**src/rtl/accum_table_wr_ctrl.sv**
```systemverilog
// Write-side address sequencer for the accumulator table: follows the skewed output
// wavefront of the systolic array and drives per-column write strobes and addresses.
module accum_table_wr_ctrl #(
    parameter int unsigned MAX_OUT_ROWS = 128,
    parameter int unsigned MAX_OUT_COLS = 128,
    parameter int unsigned SYS_ARR_ROWS = 16,
    parameter int unsigned SYS_ARR_COLS = 16,
    localparam int unsigned NUM_ACCUM_ROWS = MAX_OUT_ROWS * (MAX_OUT_COLS / SYS_ARR_COLS),
    localparam int unsigned AW = $clog2(NUM_ACCUM_ROWS),
    localparam int unsigned NUM_STEPS = SYS_ARR_ROWS + SYS_ARR_COLS - 1,
    localparam int unsigned RIW = $clog2(MAX_OUT_ROWS / SYS_ARR_ROWS),
    localparam int unsigned CIW = $clog2(MAX_OUT_COLS / SYS_ARR_COLS)
) (
    input  logic                       clk,
    input  logic                       rst_n,
    input  logic                       start,
    input  logic [RIW-1:0]             submat_row_idx,
    input  logic [CIW-1:0]             submat_col_idx,
    input  logic                       accum_mode,
    input  logic                       out_valid,
    output logic [SYS_ARR_COLS-1:0]    wr_en,
    output logic [AW*SYS_ARR_COLS-1:0] wr_addr,
    output logic [SYS_ARR_COLS-1:0]    wr_accum,
    output logic                       busy,
    output logic                       done
);

    localparam int unsigned SW = $clog2(NUM_STEPS + 1);

    typedef enum logic [0:0] {StIdle, StWrite} state_e;

    state_e         state_q, state_d;
    logic [SW-1:0]  step_q, step_d;
    logic [RIW-1:0] row_idx_q, row_idx_d;
    logic [CIW-1:0] col_idx_q, col_idx_d;
    logic           accum_q, accum_d;
    logic           done_q, done_d;

    logic [AW-1:0]  base;
    logic [SW-1:0]  sub_row;

    always_ff @(posedge clk or negedge rst_n) begin
        if (!rst_n) begin
            state_q   <= StIdle;
            step_q    <= '0;
            row_idx_q <= '0;
            col_idx_q <= '0;
            accum_q   <= 1'b0;
            done_q    <= 1'b0;
        end else begin
            state_q   <= state_d;
            step_q    <= step_d;
            row_idx_q <= row_idx_d;
            col_idx_q <= col_idx_d;
            accum_q   <= accum_d;
            done_q    <= done_d;
        end
    end

    always_comb begin
        state_d   = state_q;
        step_d    = step_q;
        row_idx_d = row_idx_q;
        col_idx_d = col_idx_q;
        accum_d   = accum_q;
        done_d    = 1'b0;
        unique case (state_q)
            StIdle: begin
                if (start) begin
                    row_idx_d = submat_row_idx;
                    col_idx_d = submat_col_idx;
                    accum_d   = accum_mode;
                    step_d    = '0;
                    state_d   = StWrite;
                end
            end
            StWrite: begin
                // A stalled cycle holds the step so no wavefront step is lost.
                if (out_valid) begin
                    if (step_q == SW'(NUM_STEPS - 1)) begin
                        step_d  = '0;
                        done_d  = 1'b1;
                        state_d = StIdle;
                    end else begin
                        step_d = step_q + 1'b1;
                    end
                end
            end
            default: state_d = StIdle;
        endcase
    end

    // Same tile base as the read path: column-tile block first, then row tile.
    assign base = AW'(col_idx_q) * AW'(MAX_OUT_ROWS) + AW'(row_idx_q) * AW'(SYS_ARR_ROWS);

    // Column c sees array row (step - c) of the diagonal wavefront.
    always_comb begin
        wr_en    = '0;
        wr_addr  = '0;
        wr_accum = '0;
        sub_row  = '0;
        for (int c = 0; c < SYS_ARR_COLS; c++) begin
            sub_row = step_q - SW'(c);
            if (state_q == StWrite && step_q >= SW'(c) && sub_row < SW'(SYS_ARR_ROWS)) begin
                wr_addr[c*AW +: AW] = base + AW'(sub_row);
                wr_en[c]            = out_valid;
                wr_accum[c]         = accum_q & out_valid;
            end
        end
    end

    assign busy = (state_q == StWrite);
    assign done = done_q;

endmodule
```
**config.mk**
```make
export PLATFORM = sky130hd
export DESIGN_NAME = accum_table_wr_ctrl
export DESIGN_NICKNAME = d
export VERILOG_FILES = /design/src/rtl/accum_table_wr_ctrl.sv
export SDC_FILE = /design/constraint.sdc
export NUM_CORES = 1
export LEC_CHECK = 0
export BUFFER_PORTS_ARGS = -buffer_cell sky130_fd_sc_hd__buf_4
export CAP_MARGIN = 20
export CORE_AREA = 2 2 96 98
export DETAILED_ROUTE_END_ITERATION = 10
export DIE_AREA = 0 0 98 100
export PLACE_DENSITY = 0.82
export SLEW_MARGIN = 10
export SYNTH_ARGS = -nofsm -noshare
export SYNTH_HDL_FRONTEND = slang
export SYNTH_SLANG_ARGS = --single-unit
```
**constraint.sdc**
```tcl
create_clock -name clk -period 3.2 [get_ports clk]
set_input_delay 0.64 -clock clk [delete_from_list [all_inputs] [get_ports clk]]
set_output_delay 0.64 -clock clk [all_outputs]
set_load 0.1 [all_outputs]
```
==> Word-level counts from Yosys, hierarchy flattened <==
Index checks and enable logic that the tools add are counted.
{ "totals": {"ff_bits": 14, "inputBits": 11, "output_inout_bits": 194, "wordCells": 169} }
{ "op_classes": {"add_sub_neg": 33, "n_lt_le_gt_ge": 32, "n_eq_ne": 3, "n_mux": 59, "n_bitwise": 2, "reduce_logical": 34} }
{ "op_table": {"columns": ["operator", "n"], "rows": [
  ["adder 10 x 5 -> 10 bit", 16],
  ["two-way mux 10 bit", 16],
  ["< comparator 5 bit (second input constant)", 16],
  ["greater-or-equal comparator 5 x 4 -> 1 bit (second input constant)", 8],
  ["subtractor 5 x 4 -> 5 bit (second input constant)", 8],
  ["two-way mux 1 bit", 38],
  ["logical AND 1 bit", 32],
  ["greater-or-equal comparator 5 x 3 -> 1 bit (second input constant)", 4],
  ["subtractor 5 x 3 -> 5 bit (second input constant)", 4],
  ["two-way mux 5 bit", 3],
  ["adder 10 x 7 -> 10 bit", 1],
  ["greater-or-equal comparator 5 x 1 -> 1 bit (second input constant)", 2],
  ["greater-or-equal comparator 5 x 2 -> 1 bit (second input constant)", 2],
  ["one-hot mux 5 bit (2 select lines)", 1],
  ["subtractor 5 x 2 -> 5 bit (second input constant)", 2],
  ["adder 5 x 1 -> 5 bit (second input constant)", 1],
  ["equality test 5 bit (second input constant)", 1],
  ["subtractor 5 x 1 -> 5 bit (second input constant)", 1],
  ["!= test 2 bit (second input constant)", 2],
  ["AND reduction 2 bit", 2],
  ["one-hot mux 1 bit (2 select lines)", 1],
  ["AND 1 bit", 1],
  ["NOT 1 bit", 1]
]} }

==> Logic depth before layout (Yosys ltp) <==
Gate-level depths: netlist (run 1).
{ "depth": {"word_depth": 4, "mapped_depth": 12, "depth_no_buf": 10} }

==> Worst setup path before layout (run 1) <==
OpenSTA, ideal clock, no wires.
{ "synth_timing": {"kind": "register -> output", "start": "reg state_q, in the netlist busy", "end": "out wr_addr[90]", "t_arrival_ns": 3.838, "t_required_ns": 2.560, "slack_ns": -1.278, "stages_incl_launch_ff": 5, "path_buffers": 2, "path_cell_list": "dfrtp_1 -> buf_4 -> clkbuf_1 -> nand2_1 -> a211oi_1"} }
{ "synth_via": {"elab_chain_len": 3} }
{ "synth_lines": {"columns": ["element", "line", "rtl"], "rows": [
  ["from (decl)", "32", "state_e state_q, state_d;"],
  ["from (signal assigned)", "44", "state_q <= StIdle;"],
  ["from (signal assigned)", "51", "state_q <= state_d;"],
  ["logical AND 1 bit (2 in series)", "104", "if (state_q == StWrite && step_q >= SW'(c) && sub_row < SW'(SYS_ARR_ROWS)) begin"],
  ["two-way mux 10 bit", "104", null],
  ["to (decl)", "22", "output logic [AW*SYS_ARR_COLS-1:0] wr_addr,"]
]} }
Every way passes these cells.

==> Final worst setup path (run 1) <==
{ "layout_timing": {"start": "reg step_q[3]", "end": "out wr_addr[58]"} }
{ "layout_via": {"elab_chain_len": 4, "word_cells_on_any_way": 7, "cone_classes": "add/sub: 2; order compare: 2; mux: 1; reduce/logical: 2"} }
{ "layout_lines": {"columns": ["element", "line", "rtl"], "rows": [
  ["from (decl)", "33", "logic [SW-1:0] step_q, step_d;"],
  ["from (signal assigned)", "52", "step_q <= step_d;"],
  ["parallel branches: the longest is 3 deep, another holds adder 10 x 5 -> 10 bit", null, null],
  ["two-way mux 10 bit (*)", "104", null]
]} }
Mark *: on every way between the ends.

==> flow_summary.json, run 1 <==
{
  "status": "complete, no violations",
  "grt_overflow": 0,
  "crit_start": "step_q[3]",
  "place.port_buffers": 204,
  "async_flop_share_pct": 100,
  "clk_pin_slew_worst_paths_ns": 0.06,
  "syn-num-nets": 686,
  "pwr_density_cell_nw_per_um2": 1080,
  "vias": 5166,
  "start_kind": "flip-flop",
  "synthesis.area_um2": 4110,
  "fin_area_um2": 7100,
  "critPathMaxFanout": 6,
  "netlist_instances": 622,
  "dieArea_um2": 9800,
  "cts_root_buffer": "clkbuf_8",
  "rsz0062_at_grt": "true",
  "avgRoutedWirePerCell_um": 18.9,
  "setup_viol": 0,
  "antenna_cells": 0,
  "coreArea_um2": 8890,
  "arrival_ns": 2.53,
  "dieWidth_um": 98,
  "power.total_mw": 7.67,
  "ant_nets": 0,
  "gp_congestion": 0.995,
  "ys_types": 51,
  "max_clock_freq_mhz": 315,
  "path_cells": "inv_2, ha_1, nor2b_1, or3_4, nand2_1, ha_2, ha_2, nand2_1, xor2_1, nor2_4, buf_12",
  "seq_area_um2": 353,
  "fin_crit_ns": 3.17,
  "num-fill-cells": 638,
  "io-pin-count": 205,
  "layout_common_cells": "buf_4 (218), nor2_2 (100), nand2_1 (78)",
  "cts_hold_buf": 0,
  "grt_pass1_vias": 4860,
  "synth-seq-cells": 14,
  "dp.final_hpwl_mm": 13.2,
  "synth-edff-count": 0,
  "slew_headroom_pct": 40.6,
  "clockBufferDepth": 2,
  "worstSkewPairLatency_ns": 0.25,
  "die-height_um": 100,
  "avgSynthCellArea_um2": 6.61,
  "cts_buffers": 3,
  "slew_violations": 0,
  "cpPeakStageDelay_ns": 0.39,
  "htree_num_levels": 1,
  "num_rows": 35,
  "gr-usage-all-layers_pct": 32.4,
  "crit_buf_inv": 2,
  "cts.sinks": 14,
  "cts_tree": "yes",
  "wl_mm": 17.7,
  "yosysSeqAreaShare_pct": 8.52,
  "criticalPathCategory": "reg2out",
  "maxCapViolCount": 0,
  "place_area_um2": 6520,
  "post-route-period-util_pct": 99.2,
  "worstPathRequired_ns": 2.56,
  "first_pass_iters": 5,
  "min_path_type": "in2async",
  "drive_above_1_share_pct": 58.4,
  "final_core_util_pct": 79.9,
  "power_leakage_nw": 3.09,
  "nets": 892,
  "r2r_start": "busy",
  "cp_slowest_cell": "dfrtp_1",
  "worst_pin_slew_ns": 0.889,
  "drc": 0,
  "drt-initial-drc-count": 316,
  "viasPerCell": 5.51,
  "antenna_found_initial": 0,
  "hold_viol": 0,
  "yosys_warnings": 0,
  "multi_input_area_um2": 4320,
  "grt_pass1_wl_mm": 25.4,
  "crit_family": "simple AND/OR/NAND/NOR gates",
  "ir_drop_uv": 1430,
  "start_util_pct": 46.3,
  "worst_hold_slack_ns": 0.232,
  "area_growth_pct": 72.7,
  "finalClockSkew_ns": 0.00700,
  "synth_ff_type": "dfrtp_1",
  "layout_commonest_cell": "buf_4",
  "grt_max_degree": 29,
  "cp-end-kind": "output port"
}
## path summary, 6_finish.rpt
kind | endpoint | slack, ns | cells past startpoint
setup / recovery | wr_addr[58] | 0.03 | 11
hold / removal | step_q[1] | 0.23 | 1
setup reg to reg | step_q[2] | 1.06 | 5
hold reg to reg | accum_q | 0.54 | 1
max in group asynchronous | step_q[2] | 2.77 | 1
min in group clk | accum_q | 0.54 | 1
## final cells by class
type / instances / area share [%]
Tap cell: 111 / 1.95
Sequential cell: 14 / 4.97
Multi-Input combinational cell: 524 / 60.8
Inverter: 38 / 2.01
Clock buffer: 4 / 0.775
Timing Repair Buffer: 247 / 29.5
## where the power goes
part	leakage (nW)	internal [mW]	switching, mW
Combinational	2.89	1.87	5.37
Sequential	0.173	0.207	0.0424
Clock	0.0288	0.109	0.0667
## cells by family after synthesis
| logic type | share of synthesized area [%] |
|---|---|
| and+or+nand+nor | 35.3 |
| xor gates and xnor gates | 20.2 |
| buffers and inverters | 10.9 |
| adders and majority gates | 16.1 |
| AOI/OAI and AO/OA | 7.03 |
| DFF | 8.52 |
| muxes | 1.92 |
## metrics by stage
step / cells / TNS [ns] / setup slack (ns)
detailed placement: 923 / 0 / 0.0587
floorplan: 622 / -6.78 / -0.438
global placement: 923 / 0 / 0.127
finish: 938 / 0 / 0.0252
global route: 938 / -0.665 / -0.0831
CTS: 927 / -0.0998 / -0.0413
## repair_timing
action,CTS,global route
buffers inserted,0,11
gates cloned,0,0
pin swaps,0,9
setup endpoints to repair,59,106
gates resized for setup,35,62
## cells in the mapped netlist, types with 3 or more instances
cell	n	area [um^2]
and4_1	4	35.0
and2_1	8	50.1
and3_1	4	25.0
nand3_1	18	90.1
nand3b_1	4	30.0
mux2_2	7	78.8
dfrtp_1	14	350
nor2_1	180	676
buf_2	19	95.1
xor2_1	60	526
xnor2_1	30	263
nand3_2	3	30.0
nor3_1	6	30.0
nor2b_1	8	50.1
clkbuf_1	5	18.8
buf_4	15	113
o21ai_0	7	35.0
inv_2	3	11.3
o21ai_1	3	15.0
a21oi_1	11	55.1
ha_1	53	663
nand2_1	78	293
or3_1	3	18.8
nand2b_1	3	18.8
inv_1	35	131
buf_6	7	78.8
a21boi_0	5	37.5
## routing by layer
| layer | wire length, um | vias to the layer above | track usage (%) |
|---|---|---|---|
| met5 | 0 | - | 0 |
| met4 | 553 | 0 | 9.19 |
| met3 | 1240 | 43 | 3.97 |
| met2 | 8880 | 269 | 55.8 |
| met1 | 7060 | 2480 | 42.8 |
| li1 | - | 2374 | - |
## state kept, by name, indices dropped and copies added (netlist names)
register / flops
accum_q: 1
row_idx_q: 3
done: 1
step_q: 5
col_idx_q: 3
busy: 1
Power figures use the tool's default switching activity.
==> inputs of run 2 (changes only) <==
--- a/config.mk
+++ b/config.mk
@@ -7,10 +7,11 @@
 export LEC_CHECK = 0
 export BUFFER_PORTS_ARGS = -buffer_cell sky130_fd_sc_hd__buf_4
 export CAP_MARGIN = 20
-export CORE_AREA = 2 2 96 98
+export CORE_AREA = 2 2 82 115
 export DETAILED_ROUTE_END_ITERATION = 10
-export DIE_AREA = 0 0 98 100
-export PLACE_DENSITY = 0.82
+export DIE_AREA = 0 0 84 117
+export PLACE_DENSITY = 0.81
+export SKIP_LAST_GASP = 1
 export SLEW_MARGIN = 10
 export SYNTH_ARGS = -nofsm -noshare
 export SYNTH_HDL_FRONTEND = slang
==> flow_summary.json, run 2 (synthesized netlist as in run 1, its figures left out) <==
{
  "status": "finished, violations left",
  "violations": "setup timing",
  "ant_nets": 0,
  "critPathMaxFanout": 5,
  "largestRegisters": "step_q x5, col_idx_q x3, row_idx_q x3",
  "pwr-share-clk_pct": 3.6,
  "worst_hold_slack_ns": 0.243,
  "regMostFlops": "step_q",
  "area_growth_pct": 72.4,
  "highest_layer": "met4",
  "grt_pass1_vias": 5027,
  "dieWidth_um": 84,
  "grt_max_degree": 21,
  "coreArea_um2": 8870,
  "pwr_density_cell_nw_per_um2": 1080,
  "grt_pass1_wl_mm": 26.2,
  "cts_tree": "yes",
  "criticalPathCategory": "reg2out",
  "antenna_cells": 0,
  "die-height_um": 117,
  "max_clock_freq_mhz": 311,
  "rsz0062_at_grt": "true",
  "min_path_type": "in2async",
  "slew_headroom_pct": 30.7,
  "clk_pin_slew_worst_paths_ns": 0.05,
  "htree_num_levels": 1,
  "wl_met3_mm": 1.06,
  "gp_congestion": 0.939,
  "start_kind": "flip-flop",
  "cts_buffers": 3,
  "largest_register_ffs": 5,
  "setup_viol": 4,
  "dp.final_hpwl_mm": 14.1,
  "wl_met1_mm": 6.56,
  "nets": 897,
  "drt-initial-drc-count": 286,
  "arrival_ns": 2.57,
  "num_rows": 41,
  "first_pass_iters": 5,
  "viasPerCell": 5.54,
  "finalWorstSetupSlack_ns": -0.0126,
  "fin_crit_ns": 3.21,
  "place.port_buffers": 204,
  "io-pin-count": 205,
  "slew_violations": 0,
  "avgRoutedWirePerCell_um": 19.5,
  "p_sw_share_pct": 71.8,
  "wl_mm": 18.3,
  "ir_drop_uv": 756,
  "worst_pin_slew_ns": 1.04,
  "grt_overflow": 0,
  "hold_viol": 0,
  "drc": 0,
  "vias": 5198,
  "post-route-period-util_pct": 100,
  "gr-usage-all-layers_pct": 33.7,
  "clockBufferDepth": 2,
  "layout_commonest_cell": "buf_4",
  "finalClockSkew_ns": 0.00269,
  "met2_length_mm": 9.84,
  "layout_common_cells": "buf_4 (220), nor2_2 (100), nand2_1 (76)",
  "dp_cells": 926,
  "drive_above_1_share_pct": 58.7,
  "p_comb_share_pct": 92.8,
  "p_int_mw": 2.15,
  "maxCapViolCount": 0,
  "power_frac_seq_pct": 3.6,
  "dieArea_um2": 9830,
  "cp-end-kind": "output port",
  "start_util_pct": 46.4,
  "num-fill-cells": 587,
  "power.net_switching_mw": 5.48,
  "worstSkewPairLatency_ns": 0.25,
  "final_cells": 939,
  "cts.sinks": 14,
  "cts_root_buffer": "clkbuf_16",
  "antenna_found_initial": 0,
  "worstPathRequired_ns": 2.56,
  "power_leakage_nw": 3.13
}
run 2: per-stage QoR:
stage	cell area [um^2]	util (%)	setup WS, ns	power, mW	setup TNS (ns)
floorplan	4890	-	-0.438	5.71	-6.78
global placement	6560	73.9	0.118	6.97	0
detailed placement	6560	73.9	0.0937	7.03	0
CTS	6760	76.2	-0.116	7.37	-0.425
global route	7090	79.9	-0.107	7.91	-1.27
finish	7090	79.9	-0.0126	7.63	-0.0272
run 2: layout make-up:
cell class	instances	area [um^2]	share of cell area, %
Multi-Input combinational cell	524	4280	60.4
Inverter	38	143	2.01
Tap cell	107	134	1.89
Timing Repair Buffer	252	2090	29.5
Sequential cell	14	354	4.99
Clock buffer	4	88.8	1.25
run 2: what timing repair did:
| action | CTS | global route |
|---|---|---|
| endpoints found under the setup margin | 52 | 120 |
| gates resized for setup | 23 | 71 |
| pin swaps | 0 | 7 |
| hold buffers | 0 | 0 |
| buffers inserted | 3 | 6 |
run 2: worst paths after layout:
kind / from / end / slack (ns) / cells past startpoint
setup / recovery: step_q[3] / wr_addr[98] / -0.01 / 10
hold / removal: rst_n / done / 0.24 / 1
setup reg to reg: busy / step_q[3] / 1.25 / 5
hold reg to reg: accum_q / accum_q / 0.55 / 1
max in group asynchronous: rst_n / step_q[2] / 2.75 / 1
min in group clk: accum_q / accum_q / 0.55 / 1
run 2: per-layer routing:
| metal | vias to the layer above | global-route usage [%] |
|---|---|---|
| li1 | 2374 | - |
| met1 | 2502 | 36.7 |
| met2 | 255 | 63.3 |
| met3 | 67 | 4.07 |
| met4 | 0 | 19.0 |
| met5 | - | 0 |
run 2: critical path: stages (launching register included):
cell     delay [ns]
dfrtp_2        0.44
buf_4          0.16
ha_2           0.22
nor2b_1        0.16
or3_4          0.37
nand2_4        0.12
ha_1           0.21
nand3_1        0.10
xor2_1         0.20
nor2_4         0.15
buf_12         0.18
run 2: power by group through the flow:
stage / Combinational, mW / Sequential (mW) / Clock [mW]
global route: 7.35 / 0.280 / 0.284
detailed placement: 6.76 / 0.276 / 0
finish: 7.08 / 0.278 / 0.275
floorplan: 5.46 / 0.252 / 0
CTS: 6.83 / 0.270 / 0.276
global placement: 6.70 / 0.275 / 0
==> inputs of run 3 (changes only) <==
--- a/config.mk
+++ b/config.mk
@@ -7,10 +7,10 @@
 export LEC_CHECK = 0
 export BUFFER_PORTS_ARGS = -buffer_cell sky130_fd_sc_hd__buf_4
 export CAP_MARGIN = 20
-export CORE_AREA = 2 2 82 115
+export CORE_AREA = 2 2 79 111
 export DETAILED_ROUTE_END_ITERATION = 10
-export DIE_AREA = 0 0 84 117
-export PLACE_DENSITY = 0.81
+export DIE_AREA = 0 0 81 113
+export PLACE_DENSITY = 0.87
 export SKIP_LAST_GASP = 1
 export SLEW_MARGIN = 10
 export SYNTH_ARGS = -nofsm -noshare
==> constraint.sdc (replaced) <==
create_clock -name clk -period 3.9 [get_ports clk]
set_input_delay 0.78 -clock clk [delete_from_list [all_inputs] [get_ports clk]]
set_output_delay 0.78 -clock clk [all_outputs]
set_load 0.1 [all_outputs]
==> flow_summary.json, run 3 (synthesized netlist as in run 1, its figures left out) <==
{
  "arrival_ns": 2.90,
  "start_util_pct": 50.8,
  "gr-usage-all-layers_pct": 33.2,
  "layout_commonest_cell": "buf_4",
  "slew_violations": 0,
  "layout_common_cells": "buf_4 (219), nor2_1 (157), nand2_1 (78)",
  "nets": 864,
  "start_kind": "flip-flop",
  "cts_buffers": 3,
  "wl_mm": 15.9,
  "ant_nets": 0,
  "area_growth_pct": 40.0,
  "worstPathRequired_ns": 3.12,
  "post-route-period-util_pct": 94.3,
  "clockBufferDepth": 2,
  "cts_tree": "yes",
  "slew_headroom_pct": 37.7,
  "final_cells": 901,
  "criticalPathCategory": "reg2out",
  "min_path_type": "in2async",
  "dp_cells": 897,
  "drt-initial-drc-count": 284,
  "viasPerCell": 5.51,
  "max_clock_freq_mhz": 272,
  "vias": 4969,
  "grt_max_degree": 34,
  "status": "complete, no violations",
  "fin_crit_ns": 3.68,
  "hold_viol": 0,
  "cts_root_buffer": "clkbuf_16",
  "grt_overflow": 0,
  "dp.final_hpwl_mm": 12.7,
  "place.port_buffers": 204,
  "first_pass_iters": 5,
  "grt_pass1_wl_mm": 23.6,
  "avgRoutedWirePerCell_um": 17.7,
  "critPathMaxFanout": 10,
  "finalClockSkew_ns": 0.00353,
  "cp-end-kind": "output port",
  "die-height_um": 113,
  "num_rows": 39,
  "clk_pin_slew_worst_paths_ns": 0.05,
  "coreArea_um2": 8100,
  "drc": 0,
  "regMostFlops": "step_q",
  "drive_above_1_share_pct": 35.2,
  "cts.sinks": 14,
  "worstSkewPairLatency_ns": 0.24,
  "setup_viol": 0,
  "rsz0062_at_grt": "false",
  "gp_congestion": 0.996,
  "htree_num_levels": 1,
  "antenna_cells": 0,
  "io-pin-count": 205,
  "final_core_util_pct": 71.1,
  "dieWidth_um": 81,
  "worst_pin_slew_ns": 0.934,
  "largestRegisters": "step_q x5, col_idx_q x3, row_idx_q x3",
  "dieArea_um2": 9150,
  "maxCapViolCount": 0,
  "antenna_found_initial": 0,
  "grt_pass1_vias": 4563,
  "largest_register_ffs": 5
}
## run 3: changes by cell type in the layout (fill, tap and decap cells not counted), moves of 6 or more
cell    delta
buf_12     -8
nor2_4    -59
xor2_2     -6
xor2_1     +6
nor2_2    -77
ha_1      +16
buf_6     -21
nor2_1   +136
ha_2      -13
## run 3: path summary, 6_finish.rpt
check,start,end,slack [ns],depth (start not counted)
setup / recovery,step_q[0],wr_addr[138],0.22,11
hold reg to reg,accum_q,accum_q,0.53,1
min in group clk,accum_q,accum_q,0.53,1
max in group asynchronous,rst_n,col_idx_q[1],3.34,1
hold / removal,rst_n,step_q[4],0.38,1
setup reg to reg,busy,step_q[2],1.80,5
## run 3: critical path, cell delays in order, from the launching register on
cell and delay [ns]:
dfrtp_1 0.55, inv_1 0.11, ha_1 0.30, or2b_1 0.32, xnor2_4 0.16, inv_2 0.11, ha_1 0.21, ha_1 0.21
nand2_1 0.09, xor2_1 0.18, nor2_2 0.11, buf_4 0.30
## run 3: metal layers
layer	vias to the layer above	track usage, %	part of all wire (%)
met5	-	0	0
met2	273	58.5	51
met1	2329	39.1	38
met3	56	4.15	6.6
li1	2311	-	-
met4	0	15.4	4.6
## run 3: through the flow
| step | setup TNS, ns | hold slack (ns) | area, um^2 | worst slack [ns] |
|---|---|---|---|---|
| 2_1_floorplan | -1.19 | 0.484 | 4200 | -0.594 |
| 3_3_place_gp | 0 | 0.519 | 5670 | 0.532 |
| 3_5_place_dp | 0 | 0.521 | 5670 | 0.464 |
| 4_1_cts | 0 | 0.379 | 5750 | 0.199 |
| 5_1_grt | 0 | 0.388 | 5760 | 0.0135 |
| 6_report | 0 | 0.379 | 5760 | 0.221 |
## run 3: repair_timing
| action | 4_1_cts | 5_1_grt |
|---|---|---|
| hold buffers | 0 | 0 |
| gates resized for setup | 0 | 2 |
| endpoints found under the setup margin | 0 | 4 |
| setup buffers | 0 | 0 |
## run 3: area by class of cell
cell class	instances	area, um^2
multi-input combinational	524	3410
clock buffer	4	88.8
timing repair buffer	219	1640
sequential	14	350
tap	102	128
fill	701	2340
inverter	38	143
Power of run 3 is left out: the tool's default activity adds up to more than one toggle a clock period on the data nets, which glitch-free logic cannot reach.
